`config.mk`:
```
export PLATFORM = sky130hd
export DESIGN_NAME = partial_sum_accumulator
export DESIGN_NICKNAME = d
export VERILOG_FILES = /design/src/rtl/partial_sum_accumulator_pkg.sv /design/src/rtl/partial_sum_accumulator_saturator.sv /design/src/rtl/partial_sum_accumulator.sv
export SDC_FILE = /design/constraint.sdc
export NUM_CORES = 1
export LEC_CHECK = 0
export BUFFER_PORTS_ARGS = -buffer_cell sky130_fd_sc_hd__buf_2
export CAP_MARGIN = 15
export CORE_ASPECT_RATIO = 1.75
export CORE_MARGIN = 2
export CORE_UTILIZATION = 53
export DETAILED_ROUTE_END_ITERATION = 6
export PLACE_DENSITY = 0.88
export SETUP_SLACK_MARGIN = 0.05
export SLEW_MARGIN = 20
export SYNTH_ARGS = -nofsm -noshare
export SYNTH_HDL_FRONTEND = slang
export SYNTH_SLANG_ARGS = --single-unit
```
`constraint.sdc`:
```
create_clock -name clk -period 3.2 [get_ports clk]
set_clock_uncertainty 0.1 [all_clocks]
set_input_delay 0.32 -clock clk [delete_from_list [all_inputs] [get_ports clk]]
set_output_delay 0.32 -clock clk [all_outputs]
set_load 0.03 [all_outputs]
```
`src/rtl/partial_sum_accumulator_pkg.sv`:
```
// Shared defaults and FSM state type for the partial-sum accumulator.
package accumulator_pkg;

    localparam int unsigned DEF_IN_WIDTH  = 16;
    localparam int unsigned DEF_MAX_TERMS = 16;
    localparam int unsigned DEF_OUT_WIDTH = 8;

    typedef enum logic {
        IDLE  = 1'b0,
        ACCUM = 1'b1
    } acc_state_e;

endpackage

```
`src/rtl/partial_sum_accumulator_saturator.sv`:
```
// Combinational signed clamp of an IN_W value into the OUT_W signed range.
module saturator #(
    parameter int unsigned IN_W  = 21,
    parameter int unsigned OUT_W = 8
) (
    input  logic signed [IN_W-1:0]  value,
    output logic signed [OUT_W-1:0] clamped,
    output logic                    sat_flag
);

    logic [IN_W-OUT_W:0] upper;

    // In range exactly when every bit above the result's sign bit copies it.
    always_comb begin
        upper    = value[IN_W-1:OUT_W-1];
        sat_flag = !((&upper) || !(|upper));
        clamped  = value[OUT_W-1:0];
        if (sat_flag) begin
            clamped = value[IN_W-1] ? {1'b1, {(OUT_W-1){1'b0}}}
                                    : {1'b0, {(OUT_W-1){1'b1}}};
        end
    end

endmodule

```
`src/rtl/partial_sum_accumulator.sv`:
```
// Accumulates signed product terms per group and emits one saturated sum per group.
module partial_sum_accumulator
    import accumulator_pkg::*;
#(
    parameter int unsigned IN_WIDTH  = DEF_IN_WIDTH,
    parameter int unsigned MAX_TERMS = DEF_MAX_TERMS,
    parameter int unsigned OUT_WIDTH = DEF_OUT_WIDTH,
    parameter int unsigned ACC_WIDTH = IN_WIDTH + $clog2(MAX_TERMS) + 1
) (
    input  logic                                 clk,
    input  logic                                 rst,
    input  logic signed [IN_WIDTH-1:0]           in_data,
    input  logic                                 in_valid,
    input  logic                                 in_last,
    output logic                                 in_ready,
    output logic signed [OUT_WIDTH-1:0]          out_data,
    output logic                                 out_sat,
    output logic [$clog2(MAX_TERMS+1)-1:0]       out_count,
    output logic                                 out_valid,
    input  logic                                 out_ready,
    output logic                                 err_overrun
);

    localparam int unsigned CNT_W = $clog2(MAX_TERMS + 1);

    acc_state_e                  state_q, state_d;
    logic signed [ACC_WIDTH-1:0] acc_q, acc_d, sum_c;
    logic [CNT_W-1:0]            count_q, count_d, count_inc_c;
    logic signed [OUT_WIDTH-1:0] sat_data_c, out_data_d;
    logic                        sat_flag_c, out_sat_d, out_valid_d, err_d;
    logic [CNT_W-1:0]            out_count_d;
    logic                        accept_c;

    assign in_ready = !out_valid || out_ready;
    assign accept_c = in_valid && in_ready;
    assign sum_c    = acc_q + {{(ACC_WIDTH-IN_WIDTH){in_data[IN_WIDTH-1]}}, in_data};

    // Term count sticks at MAX_TERMS once a group overruns.
    assign count_inc_c = (count_q == CNT_W'(MAX_TERMS)) ? count_q : count_q + CNT_W'(1);

    saturator #(
        .IN_W  (ACC_WIDTH),
        .OUT_W (OUT_WIDTH)
    ) u_sat (
        .value    (sum_c),
        .clamped  (sat_data_c),
        .sat_flag (sat_flag_c)
    );

    always_ff @(posedge clk) begin
        if (rst) begin
            state_q <= IDLE;
        end else begin
            state_q <= state_d;
        end
    end

    always_comb begin
        state_d = state_q;
        if (accept_c) begin
            state_d = in_last ? IDLE : ACCUM;
        end
    end

    always_comb begin
        acc_d       = acc_q;
        count_d     = count_q;
        out_data_d  = out_data;
        out_sat_d   = out_sat;
        out_count_d = out_count;
        out_valid_d = out_valid;
        err_d       = err_overrun;
        if (out_valid && out_ready) begin
            out_valid_d = 1'b0;
        end
        if (accept_c) begin
            if (in_last) begin
                acc_d       = '0;
                count_d     = '0;
                out_data_d  = sat_data_c;
                out_sat_d   = sat_flag_c;
                out_count_d = count_inc_c;
                out_valid_d = 1'b1;
            end else begin
                acc_d   = sum_c;
                count_d = count_inc_c;
                if (count_inc_c == CNT_W'(MAX_TERMS)) begin
                    err_d = 1'b1;
                end
            end
        end
    end

    always_ff @(posedge clk) begin
        if (rst) begin
            acc_q       <= '0;
            count_q     <= '0;
            out_data    <= '0;
            out_sat     <= 1'b0;
            out_count   <= '0;
            out_valid   <= 1'b0;
            err_overrun <= 1'b0;
        end else begin
            acc_q       <= acc_d;
            count_q     <= count_d;
            out_data    <= out_data_d;
            out_sat     <= out_sat_d;
            out_count   <= out_count_d;
            out_valid   <= out_valid_d;
            err_overrun <= err_d;
        end
    end

endmodule

```
# ---- Yosys cells after proc, flatten, opt, wreduce, memory -nomap -nowiden
# Index checks and enable logic that the tools add are counted.
dict set report classes {
  add_sub_neg 2
  n_eq_ne 2
  muxes 8
  n_bitwise 1
  reduce_logical 11
}
# cell count
set op_table {}
lappend op_table {{adder 21 bit} 1}
lappend op_table {{2-to-1 mux 21 bit} 1}
lappend op_table {{2-to-1 mux 8 bit} 2}
lappend op_table {{AND reduction 14 bit} 1}
lappend op_table {{OR reduction 14 bit} 1}
lappend op_table {{equality test 5 bit (second input constant)} 2}
lappend op_table {{2-to-1 mux 5 bit} 2}
lappend op_table {{adder 5 x 1 -> 5 bit (second input constant)} 1}
lappend op_table {{logical NOT 1 bit} 3}
lappend op_table {{2-to-1 mux 1 bit} 3}
lappend op_table {{AND reduction 3 bit} 1}
lappend op_table {{logical AND 1 bit} 2}
lappend op_table {{logical OR 1 bit} 2}
lappend op_table {{AND reduction 2 bit} 1}
lappend op_table {{NOT 1 bit} 1}
dict set report totals {
  reg_bits 42
  inputBits 21
  output_inout_bits 17
  word_cells 31
}

# ---- Longest topological paths before layout
dict set report logic_depth {
  word_depth 5
  mapped_depth 11
  ltp_nobuf 11
}

# ---- By module
# A second synthesis with hierarchy kept.
dict set report hier_totals {
  hier_cells 378
  area_unflattened_um2 3004.1
}
# mod instances cells_per_inst area_each_um2
set by_module_without_submodules {}
lappend by_module_without_submodules {partial_sum_accumulator 1 352 2815.2}
lappend by_module_without_submodules {saturator 1 26 188.9}

# ---- Worst setup path before layout
# OpenSTA, ideal clock, no wires.
dict set report synth_timing {
  kind {input -> register}
  start {input in_data[0]}
  end {register out_data[0]}
  setup_time_ns 0.088
  arrival_ns 3.001
  required_time_ns 3.012
  setup_slack_ns 0.011
  cell_stages 11
  path_cell_list {ha_1 > inv_1 > fa_1 > nor2b_4 > o2111ai_2 > a211oi_2 > or3b_1 > nand3_1 > or4_4 > o41a_4 > a311oi_2}
}
dict set report synth_via {
  elab_chain_cells 5
}
# item line
set synth_rtl {}
lappend synth_rtl {{start: declaration} partial_sum_accumulator.sv:12} ;# input logic signed [IN_WIDTH-1:0] in_data,
lappend synth_rtl {{adder 21 bit *} partial_sum_accumulator.sv:36} ;# assign sum_c = acc_q + {{(ACC_WIDTH-IN_WIDTH){in_data[IN_WIDTH-1]}}, in_data};
lappend synth_rtl {{OR reduction 14 bit} partial_sum_accumulator_saturator.sv:16} ;# sat_flag = !((&upper) || !(|upper));
lappend synth_rtl {{logical NOT 1 bit} partial_sum_accumulator_saturator.sv:16}
lappend synth_rtl {{logical OR 1 bit} partial_sum_accumulator_saturator.sv:16}
lappend synth_rtl {{2-to-1 mux 8 bit *} partial_sum_accumulator_saturator.sv:18} ;# if (sat_flag) begin
lappend synth_rtl {{end signal: assignment} partial_sum_accumulator.sv:106} ;# out_data <= out_data_d;
lappend synth_rtl {{end: declaration} partial_sum_accumulator.sv:16} ;# output logic signed [OUT_WIDTH-1:0] out_data,
# Mark *: on every way between the ends. The rest lies on a longest branch, timed or not.
# A chain may end at the register's enable or synchronous reset.

# ---- Final worst setup path
dict set report layout_timing {
  start {register acc_q[2]}
  end {register out_data[5]}
}
dict set report layout_via {
  elab_chain_cells 5
}
# item line
set layout_rtl {}
lappend layout_rtl {{start: declaration} partial_sum_accumulator.sv:27} ;# logic signed [ACC_WIDTH-1:0] acc_q, acc_d, sum_c;
lappend layout_rtl {{start signal: assignment} partial_sum_accumulator.sv:96} ;# acc_q <= '0;
lappend layout_rtl {{start signal: assignment} partial_sum_accumulator.sv:104} ;# acc_q <= acc_d;
lappend layout_rtl {{adder 21 bit *} partial_sum_accumulator.sv:36}
lappend layout_rtl {{OR reduction 14 bit} partial_sum_accumulator_saturator.sv:16}
lappend layout_rtl {{logical NOT 1 bit} partial_sum_accumulator_saturator.sv:16}
lappend layout_rtl {{logical OR 1 bit} partial_sum_accumulator_saturator.sv:16}
lappend layout_rtl {{2-to-1 mux 8 bit *} partial_sum_accumulator_saturator.sv:18}
# Marked as above.

==> results.yml <==
pwr:
  power_frac_comb_pct: 37.2
  peakVddDrop_mv: 0.2480
  power_frac_seq_pct: 38.6
  p_sw_uw: 554.9
  internal-power_uw: 931.1
  power_mw: 1.486
  p_leak_nw: 1.634
  swShare_pct: 37.34
  powerDensity_nw_per_um2: 387.6
  p_clk_share_pct: 24.1
clock_tree:
  cts_buffers: 5
  clock_latency_ns: 0.30
  ctsHoldBuffers: 0
  clock-sinks: 42
  tritoncts: "built"
  clockRootBuffer: "clkbuf_8"
  htree_num_levels: 2
  cts_buffer_depth: 2
  clk_pin_slew_worst_paths_ns: 0.09
die:
  ioPinCount: 38
  die_w_um: 60.35
  coreArea_um2: 5299
  start_util_pct: 55.58
  rows: 35
  die_area_um2: 6193
  die_h_um: 102.6
routing:
  via_per_inst: 6.555
  wirelength_mm: 10.06
  wl_per_cell_um: 19.72
  num_vias: 3343
  drc: 0
  initialDrtViolationCount: 268
  postRouteAntennaNets: 0
  drt-pass1-iter-count: 5
synth:
  synth_area_per_cell_um2: 8.159
  yosys-top-cells-count: "nor2_1, dfxtp_1, nand2_1"
  synth_area_leaders: "dfxtp_1, ha_1, nor2_1"
  synth_edf_count: 0
  synth_top_area_share_pct: 28.55
  synth-seq-area-share_pct: 28.55
  synth_top_area_cell: "dfxtp_1"
  yosys_register_bits: 42
  synthFlopType: "dfxtp_1"
  ys_warn_count: 0
  synth_area_um2: 2945
  yosysMostFrequentCell: "nor2_1"
  syn_inst: 361
  synth_cell_types: 61
  async_reset_ff_share_pct: 0
  syn_nets: 405
worst_hold_path:
  worstHoldPathType: "input pin to flip-flop"
timing:
  report.final.slew_viol_count: 0
  fin_ws_ns: -0.09830
  max_freq_mhz: 303.2
  period_needed_ns: 3.298
  hold_viol: 0
  tns_ns: -0.2391
  tightest_slew_ns: 0.8917
  fin_crit_sh_pct: 103.1
  grt_setup_unrepaired: "true"
  slew_headroom_pct: 40.55
  setup_viol_count_final: 6
placed_design:
  place_ws_ns: -0.1689
  hpwlAfterDp_mm: 6.092
  place_congestion: 0.9060
  io_buffers: 37
  dp.cells: 487
global_routing:
  track_usage_pct: 30.86
  antenna_found_initial: 0
  grt_pass1_wl_mm: 14.58
  overflow: 0
  grt_pass1_vias: 3217
  grt_max_degree: 43
worst_setup_path:
  end_kind: "flip-flop"
  cp.required_ns: 3.32
  startpoint_type: "flip-flop"
  cp_max_fo: 7
  path_class: "flip-flop to flip-flop"
  cp.arrival_ns: 3.41
finish:
  n_antenna_cell: 0
  drive_gt1_share_pct: 31.88
  fin_nets: 479
  layout.cells.non_filler: 510
  finish.utilization_pct: 72.35
  syn2layout_area_growth_pct: 30.16
status:
  outcome: "finished with violations"
  violations: "negative setup slack"
run:
  maxCapViolCount: 0
-- worst max-delay path, stage by stage (launching register included) --
cell,delay (ns)
dfxtp_1,0.32
ha_1,0.30
buf_4,0.14
o211ai_1,0.26
o211ai_2,0.16
a21oi_2,0.28
buf_4,0.18
o41ai_4,0.07
xnor2_1,0.18
or4_4,0.51
o41a_4,0.43
a311oi_2,0.27
-- cells in the final DEF, fill, tap and decap left out, types with 4 or more instances in the layout --
| cell type | synthesis | final |
|---|---|---|
| a21oi_1 | 32 | 29 |
| xor2_1 | 8 | 8 |
| nor2_1 | 45 | 44 |
| a211oi_2 | 4 | 6 |
| a21o_1 | 7 | 7 |
| ha_1 | 22 | 19 |
| and2_1 | 4 | 4 |
| o21ai_0 | 10 | 8 |
| buf_4 | 0 | 45 |
| nand2_1 | 37 | 37 |
| a22oi_1 | 14 | 14 |
| buf_2 | 2 | 37 |
| a211oi_1 | 6 | 4 |
| dfxtp_1 | 42 | 41 |
| nand4_1 | 8 | 8 |
| clkbuf_8 | 0 | 5 |
| o211ai_1 | 5 | 5 |
| inv_1 | 10 | 9 |
| xnor2_1 | 9 | 7 |
| a311oi_2 | 4 | 4 |
| nand3_1 | 7 | 7 |
| nor3_1 | 10 | 8 |
-- sequential cells by signal, summed over array words and instances, names as in the netlist --
name	cells
acc_q	21
err_overrun	1
out_count	5
count_q	5
out_valid	1
out_data	8
out_sat	1
-- metrics by stage --
stage | cell area [µm²] | hold WS [ns]
5_1_grt | 3834 | 0.2704
6_report | 3834 | 0.2474
3_3_place_gp | 3403 | 0.3390
4_1_cts | 3640 | 0.2469
2_1_floorplan | 2948 | 0.3400
3_5_place_dp | 3403 | 0.3427
-- timing repair --
action / CTS / global route
resized for setup: 19 / 24
setup endpoints to repair: 8 / 8
hold endpoints to repair: 0 / 0
setup buffers: 8 / 7
pin swaps: 17 / 21
-- path summary, 6_finish.rpt --
check	startpoint	endpoint	slack, ns	cells after the start
worst min-delay path	out_ready	out_valid	0.25	3
worst min register to register	out_count[0]	out_count[0]	0.35	2
worst max-delay path	acc_q[2]	out_data[5]	-0.1	11
worst max register to register	acc_q[2]	out_data[5]	-0.1	11
-- layout make-up --
type,instances,area (µm²)
fill,365,1465
clock buffer,6,72.57
clock inverter,2,13.76
inverter,10,37.54
tap,74,92.59
timing repair buffer,85,556.8
multi-input combinational,291,2218
sequential,42,842.1
-- cell families after synthesis --
| kind of cell | count (synthesis) | synth area share (%) |
|---|---|---|
| adders and majority gates | 23 | 10.03 |
| and+or+nand+nor | 129 | 20.73 |
| DFF | 42 | 28.55 |
| muxes | 2 | 0.6797 |
| buffers and inverters | 28 | 3.654 |
| AOI/OAI and AO/OA | 120 | 31.31 |
| xor gates and xnor gates | 17 | 5.055 |
-- routing by layer --
| metal | part of all wire [%] | vias up | GRT usage [%] |
|---|---|---|---|
| met5 | 0 | - | 0 |
| met4 | 8.0 | 0 | 22.39 |
| met3 | 6.3 | 76 | 4.141 |
| met2 | 51 | 206 | 53.68 |
| met1 | 35 | 1564 | 32.73 |
| li1 | - | 1497 | - |
-- power by group through the flow --
stage,Clock (mW),Combinational (mW),Sequential (mW)
floorplan,0,0.271,0.608
global placement,0,0.436,0.582
detailed placement,0,0.448,0.583
CTS,0.356,0.480,0.572
global route,0.379,0.581,0.577
finish,0.358,0.554,0.574
(Power assumes the default switching activity.)
